## config.mk

```make
export PLATFORM = sky130hd
export DESIGN_NAME = input_buffer
export DESIGN_NICKNAME = d
export VERILOG_FILES = /design/src/rtl/input_buffer.sv
export SDC_FILE = /design/constraint.sdc
export NUM_CORES = 1
export LEC_CHECK = 0
export ABC_AREA = 1
export CAP_MARGIN = 30
export CORE_UTILIZATION = 50
export DETAILED_ROUTE_END_ITERATION = 8
export GPL_TIMING_DRIVEN = 0
export PLACE_DENSITY = 0.77
export SETUP_SLACK_MARGIN = 0.1
export SLEW_MARGIN = 20
export SYNTH_ARGS = -nofsm -noshare
export SYNTH_HDL_FRONTEND = slang
export SYNTH_SLANG_ARGS = --single-unit
```

## constraint.sdc

```tcl
create_clock -name aclk -period 4.33 [get_ports aclk]
set_input_delay 0.6495 -clock aclk [delete_from_list [all_inputs] [get_ports aclk]]
set_output_delay 0.6495 -clock aclk [all_outputs]
set_load 0.005 [all_outputs]
```

## src/rtl/input_buffer.sv

```systemverilog
// Receive-side stream buffer: registered in_ready, circular store with a combinational head read.
// Optional stall counter output (stall_cycles) is enabled with `define INPUT_BUFFER_STATS_EN.
module input_buffer #(
  parameter int DATA_WIDTH = 32,
  parameter int DEPTH      = 4,
  parameter int CNT_WIDTH  = $clog2(DEPTH + 1)
) (
  input  logic                  aclk,
  input  logic                  areset,
  input  logic [DATA_WIDTH-1:0] in_data,
  input  logic                  in_valid,
  output logic                  in_ready,
  output logic [DATA_WIDTH-1:0] out_data,
  output logic                  out_valid,
  input  logic                  out_ready,
  output logic [CNT_WIDTH-1:0]  count
`ifdef INPUT_BUFFER_STATS_EN
  ,
  output logic [31:0]           stall_cycles
`endif
);

  // Handshake: a beat moves on a rising aclk edge where valid and ready are both high.
  localparam int PTR_W = (DEPTH > 1) ? $clog2(DEPTH) : 1;

  logic [DATA_WIDTH-1:0] mem_q [DEPTH];
  logic [PTR_W-1:0]      wr_ptr_q, wr_ptr_d;
  logic [PTR_W-1:0]      rd_ptr_q, rd_ptr_d;
  logic [CNT_WIDTH-1:0]  count_q, count_d;
  logic                  in_ready_q, in_ready_d;
  logic                  push, pop;

  assign out_valid = (count_q != '0);
  assign out_data  = mem_q[rd_ptr_q];
  assign in_ready  = in_ready_q;
  assign count     = count_q;

  always_comb begin
    push       = in_valid & in_ready_q;
    pop        = out_valid & out_ready;
    wr_ptr_d   = wr_ptr_q;
    rd_ptr_d   = rd_ptr_q;
    count_d    = count_q;
    if (push) wr_ptr_d = wr_ptr_q + PTR_W'(1);
    if (pop)  rd_ptr_d = rd_ptr_q + PTR_W'(1);
    case ({push, pop})
      2'b10:   count_d = count_q + CNT_WIDTH'(1);
      2'b01:   count_d = count_q - CNT_WIDTH'(1);
      default: count_d = count_q;
    endcase
    // Ready looks at post-edge occupancy so a full buffer can never be overrun.
    in_ready_d = (count_d < CNT_WIDTH'(DEPTH));
  end

  always_ff @(posedge aclk or posedge areset) begin
    if (areset) begin
      wr_ptr_q   <= '0;
      rd_ptr_q   <= '0;
      count_q    <= '0;
      in_ready_q <= 1'b0;
    end else begin
      wr_ptr_q   <= wr_ptr_d;
      rd_ptr_q   <= rd_ptr_d;
      count_q    <= count_d;
      in_ready_q <= in_ready_d;
    end
  end

  // Storage is intentionally left out of reset.
  always_ff @(posedge aclk) begin
    if (push) mem_q[wr_ptr_q] <= in_data;
  end

`ifdef INPUT_BUFFER_STATS_EN
  logic [31:0] stall_q;

  always_ff @(posedge aclk or posedge areset) begin
    if (areset) begin
      stall_q <= '0;
    end else if (in_valid && !in_ready_q && (stall_q != 32'hFFFF_FFFF)) begin
      stall_q <= stall_q + 32'd1;
    end
  end

  assign stall_cycles = stall_q;
`endif

endmodule

```

# Yosys cells after proc, flatten, opt, wreduce, memory -nomap -nowiden
# Memory sizes are Yosys's and may differ from the RTL's.
# Index checks and enable logic that the tools add are counted.
word_totals:
  elab_cells: 18
  ramBits: 128
  in_bits: 36
  memories: 1
  ff_bits: 8
mem_list:
  columns: ["name", "words", "width", "rd", "rd_ports_with_merged_regs", "wr", "line_no", "text"]
  rows:
  - ["mem_q", 4, 32, 1, 0, 1, "26", "logic [DATA_WIDTH-1:0] mem_q [DEPTH];"]
op_classes:
  n_eq_ne: 2
  magnitude_cmp: 1
  addsub: 4
  bitwise: 2
  n_reduce_logical: 1
  n_mux: 3
ops:
  columns: ["operator", "count"]
  rows:
  - ["$pmux W3 S2", 1]
  - ["$add A2 B1 Y2 const B", 2]
  - ["$add A3 B1 Y3 const B", 1]
  - ["$lt A3 B3 Y1 const B", 1]
  - ["$reduce_bool A3 Y1", 1]
  - ["$sub A3 B1 Y3 const B", 1]
  - ["$and A1 B1 Y1", 2]
  - ["$eq A2 B1 Y1 const B", 1]
  - ["$eq A2 B2 Y1 const B", 1]
  - ["$mux W1", 2]

# Logic depth before layout (Yosys ltp)
# Gate-level depths: netlist of run 1.
logic_depth:
  ltp_word: 5
  mapped_depth: 12
  mapped_depth_nobuf: 12

# Worst setup path after synthesis of run 1
# OpenSTA, ideal clock, no wires.
synth_timing:
  path_type: "input to register"
  from: "input port in_valid"
  to: "memory mem_q[0][0], enable pin"
  setup_slack_ns: 1.723
  arrival_time_ns: 2.185
  setup_time_ns: 0.421
  stages: 2
  path_cell_list: "nand2_1 > nor2_1"
synth_between:
  elab_chain_cells: 3
synth_rtl:
  columns: ["element", "line_no", "text"]
  rows:
  - ["from (decl)", "11", "input logic in_valid,"]
  - ["$and A1 B1 Y1", "39", "push = in_valid & in_ready_q;"]
  - ["$mux W1", "71", "if (push) mem_q[wr_ptr_q] <= in_data;"]
  - ["$mux W1 (implied by the code)", "71", null]
  - ["to (decl)", "26", null]
# No other way between the ends.

# Worst setup path after layout of run 1
layout_timing:
  from: "register rd_ptr_q[0]"
  to: "output port out_data[22]"
layout_between:
  elab_chain_cells: 1
layout_rtl:
  columns: ["element", "line_no", "text"]
  rows:
  - ["from (decl)", "28", "logic [PTR_W-1:0] rd_ptr_q, rd_ptr_d;"]
  - ["from (signal assigned)", "63", "rd_ptr_q <= rd_ptr_d;"]
  - ["$mem_v2 Z4 W32", null, null]
  - ["to (decl)", "13", "output logic [DATA_WIDTH-1:0] out_data,"]
# No other way between the ends.

==> results by group, run 1 <==
Run status
  – Outcome: completed

Placed design
  – Input/output buffers: 72
  – DPL Wire Length: 7220 um
  – GP Congestion: between 0.7 and 0.8

Logic synthesis
  – FF+latch count, synth: 136
  – Post-Syn Area: 5560 um2
  – Synth Area per Inst: between 10 and 15 um2
  – Syn Nets: 473
  – Synthesis Warnings: 0
  – Netlist cell types: 22
  – Syn Inst Count: ~430
  – Register area share after synthesis: 72.7%

Finish
  – Area growth syn-to-layout: 29.3%
  – Antenna cells: 0
  – Register area: 4040 um2
  – Area of the multi-input gates: 1080 um2
  – Share of layout cells above drive strength 1: 12.6%
  – Layout net count: roughly 570
  – Commonest non-fill, non-tap cell in the layout: edfxtp_1
  – Core Util, Final: 66.3%
  – Most frequent cells in the layout: edfxtp_1 (128), inv_1 (80), nand2_1 (77), clkdlybuf4s50_1 (72), o211ai_1 (32)
  – FILL cells: 752

Setup path
  – Reg2reg start: count[0]$_DFFE_PP0N_
  – Kind of critical path: reg2out
  – Required @ worst endpoint: ~3700 ps
  – Worst reg2reg path depth: 12
  – Arr. time, crit path: 2150 ps
  – CP max FO: 10
  – Setup crit start kind: flip-flop
  – CP endpoint kind: output pin
  – Flop2flop setup slack: about 2300 ps
  – Worst R2R End: in_ready$_DFF_PP0_

STA
  – Final count of pins violating max slew: 0
  – Skew final: between 6 and 7 ps
  – RSZ-0062 raised after global routing: false
  – Fin. Hold Viols: 0
  – Relative slew margins: between 50% and 60%
  – Final min period: 2800 ps
  – Setup_tns: 0 ps
  – Transition time of the tightest slew-check pin: 632 ps
  – Achievable frequency: 357 MHz
  – Endpoints failing setup: 0
  – Tcrit/Tclk final: 64.7%

Run
  – Number of max-cap violations: 0

CTS
  – CTS sink cnt: 136
  – Setup bufs post-CTS: 0
  – CTS tree: yes
  – CTS H-Tree Depth: 4
  – Root Buffer: clkbuf_8
  – Hold Buf Count CTS: 0
  – Cts bufs inserted: 17
  – Post_cts resized: 0
  – Max Root-Sink Buffers: 2
  – Clk pin slew, worst setup/hold paths: 60 ps
  – Worst-Skew Late Latency: 520 ps

Floorplan
  – Core area: 10800 um2
  – Site Rows: 38
  – Initial core utilization: 51.3%
  – Vert. Die Dim: 107 um
  – Die Wd: 107 um
  – I/O pin cnt: 73
  – Die area: 11500 um2

Global routing
  – First-pass GRT wire length: 17500 um
  – Grt total ovfl: 0
  – Pin count of the biggest net entering global routing: 21
  – Via count of the first global-routing pass: 3614
  – GRT Total Usage: 20.9%
  – Initial antenna violation count: 0

Detailed routing
  – DRC Markers: 0
  – ANT nets after route: 0
  – Routed length per instance: around 17 um
  – Vias per Instance: 5.24
  – Initial DRT Pass Iterations: 7
  – Initial DRC count: ~250
  – Routed WL: 11500 um
  – Vias: 3556

Hold path
  – Hold Crit Class: in2async

Power and ir drop
  – Peak VDD IR: about 0.37 mV
  – Power Density: 704 nW/um2
  – Static Leak: 2.80 nW
stage by stage:
| stage | instance area, um2 | setup slack (ps) | hold WS [ps] | total power (W) | std cells |
|---|---|---|---|---|---|
| after floorplan | 5560 | 1720 | 465 | 0.00273 | 431 |
| after global placement | 6450 | 169 | 507 | 0.00354 | 643 |
| after detailed placement | 6600 | 1690 | 534 | 0.00366 | 647 |
| after CTS | 7190 | 1510 | 383 | 0.00509 | 679 |
| after global routing | 7190 | 1430 | 413 | 0.00532 | 679 |
| final | 7190 | 1530 | 386 | 0.00506 | 679 |
report_power, final:
part | leakage, nW | switching (W) | internal [W]
Clock | 0.277 | 0.000545 | 0.000884
Combinational | 1.26 | 0.000998 | 0.000875
Sequential | 1.26 | 0.0000714 | 0.00169
Total | 2.80 | 0.00161 | 0.00345
critical path, cell delays in order, from the launching register on:
cell	delay (ps)
dfrtp_1	380
buf_6	130
buf_6	140
buf_6	170
a21oi_2	130
o21ai_1	70
nand2_1	100
clkdlybuf4s50_1	510
final cells by class:
| cell class | count | share of cell area [%] |
|---|---|---|
| multi-input combinational | 193 | 15.0 |
| inverter | 80 | 4.18 |
| sequential | 136 | 56.3 |
| tap | 140 | 2.44 |
| buffer | 22 | 2.33 |
| clock inverter | 13 | 2.35 |
| timing repair buffer | 76 | 11.6 |
| clock buffer | 19 | 5.87 |
Yosys cell counts, drive strengths merged:
master | instances | area share, %
edfxtp | 128 | 69
ha | 5 | 1.1
o211ai | 32 | 4.3
xor2 | 1 | 0.16
nand3b | 2 | 0.27
nor2 | 5 | 0.34
nand3 | 2 | 0.18
xnor2 | 1 | 0.16
dfrtp | 8 | 3.6
nand2 | 77 | 5.2
clkbuf | 2 | 0.16
buf | 20 | 2.9
a21oi | 33 | 3.6
inv | 80 | 5.4
fa | 1 | 0.36
nand4 | 1 | 0.11
o21ai | 33 | 3.0
state kept, by name, summed over array words and instances (netlist names), named ones only:
signal	flops
mem_q	128
count	2
rd_ptr_q	2
wr_ptr_q	2
in_ready	1
kinds of logic (layout without fill, tap and decap cells):
group | Yosys count | after routing | synth area share [%]
flip-flops | 136 | 136 | 72.7
adder cells (fa/ha/maj) | 6 | 6 | 1.49
AO/OA/AOI/OAI | 98 | 98 | 10.9
AND/OR/NAND/NOR | 87 | 87 | 6.10
XOR/XNOR | 2 | 2 | 0.315
buffers and inverters | 102 | 210 | 8.42
metal layers:
metal	vias to the layer above	global-route usage (%)	routed length (um)
met4	0	7.63	171
met3	19	6.17	858
met2	152	35.3	5820
met1	1714	25.6	4640
li1	1671	-	-
met5	-	0	0
worst max-delay path by stage:
stage          depth (start not counted)                    start                     end  slack [ps]
6_report                               7  rd_ptr_q[0]$_DFFE_PP0P_            out_data[22]        1530
2_1_floorplan                          2                 in_valid   mem_q[0][0]$_DFFE_PP_        1720
3_5_place_dp                          10                 in_valid      in_ready$_DFF_PP0_        1690
3_3_place_gp                           3                 in_valid  mem_q[3][11]$_DFFE_PP_         170
5_1_grt                                7  rd_ptr_q[0]$_DFFE_PP0P_            out_data[25]        1430
4_1_cts                                7  rd_ptr_q[0]$_DFFE_PP0P_            out_data[22]        1510
Note: power is estimated with default switching activity, not from simulation.
==> run 2: changes to the inputs <==
==> constraint.sdc (replaced) <==
create_clock -name aclk -period 2.9 [get_ports aclk]
set_input_delay 0.435 -clock aclk [delete_from_list [all_inputs] [get_ports aclk]]
set_output_delay 0.435 -clock aclk [all_outputs]
set_load 0.005 [all_outputs]
==> results of run 2 <==
Same layout as run 1 (identical final DEF). Status: completed.
Among the figures that moved: setup slack after placement 1690 ps -> 474 ps; setup slack after layout 1530 ps -> 315 ps; hold slack 386 ps -> 172 ps; register-to-register setup slack 2330 ps -> 900 ps; total power 0.00506 W -> 0.00755 W; worst IR drop on VDD 0.367 mV -> 0.548 mV
==> run 3: changes to the inputs <==
--- a/config.mk
+++ b/config.mk
@@ -12,7 +12,6 @@
 export GPL_TIMING_DRIVEN = 0
 export PLACE_DENSITY = 0.77
 export SETUP_SLACK_MARGIN = 0.1
-export SLEW_MARGIN = 20
 export SYNTH_ARGS = -nofsm -noshare
 export SYNTH_HDL_FRONTEND = slang
 export SYNTH_SLANG_ARGS = --single-unit
==> results of run 3 <==
Same layout as run 1 (identical final DEF). Status: completed.
Among the figures that moved: setup slack after placement 1690 ps -> 474 ps; setup slack after layout 1530 ps -> 315 ps; hold slack 386 ps -> 172 ps; register-to-register setup slack 2330 ps -> 900 ps; total power 0.00506 W -> 0.00755 W; worst IR drop on VDD 0.367 mV -> 0.548 mV
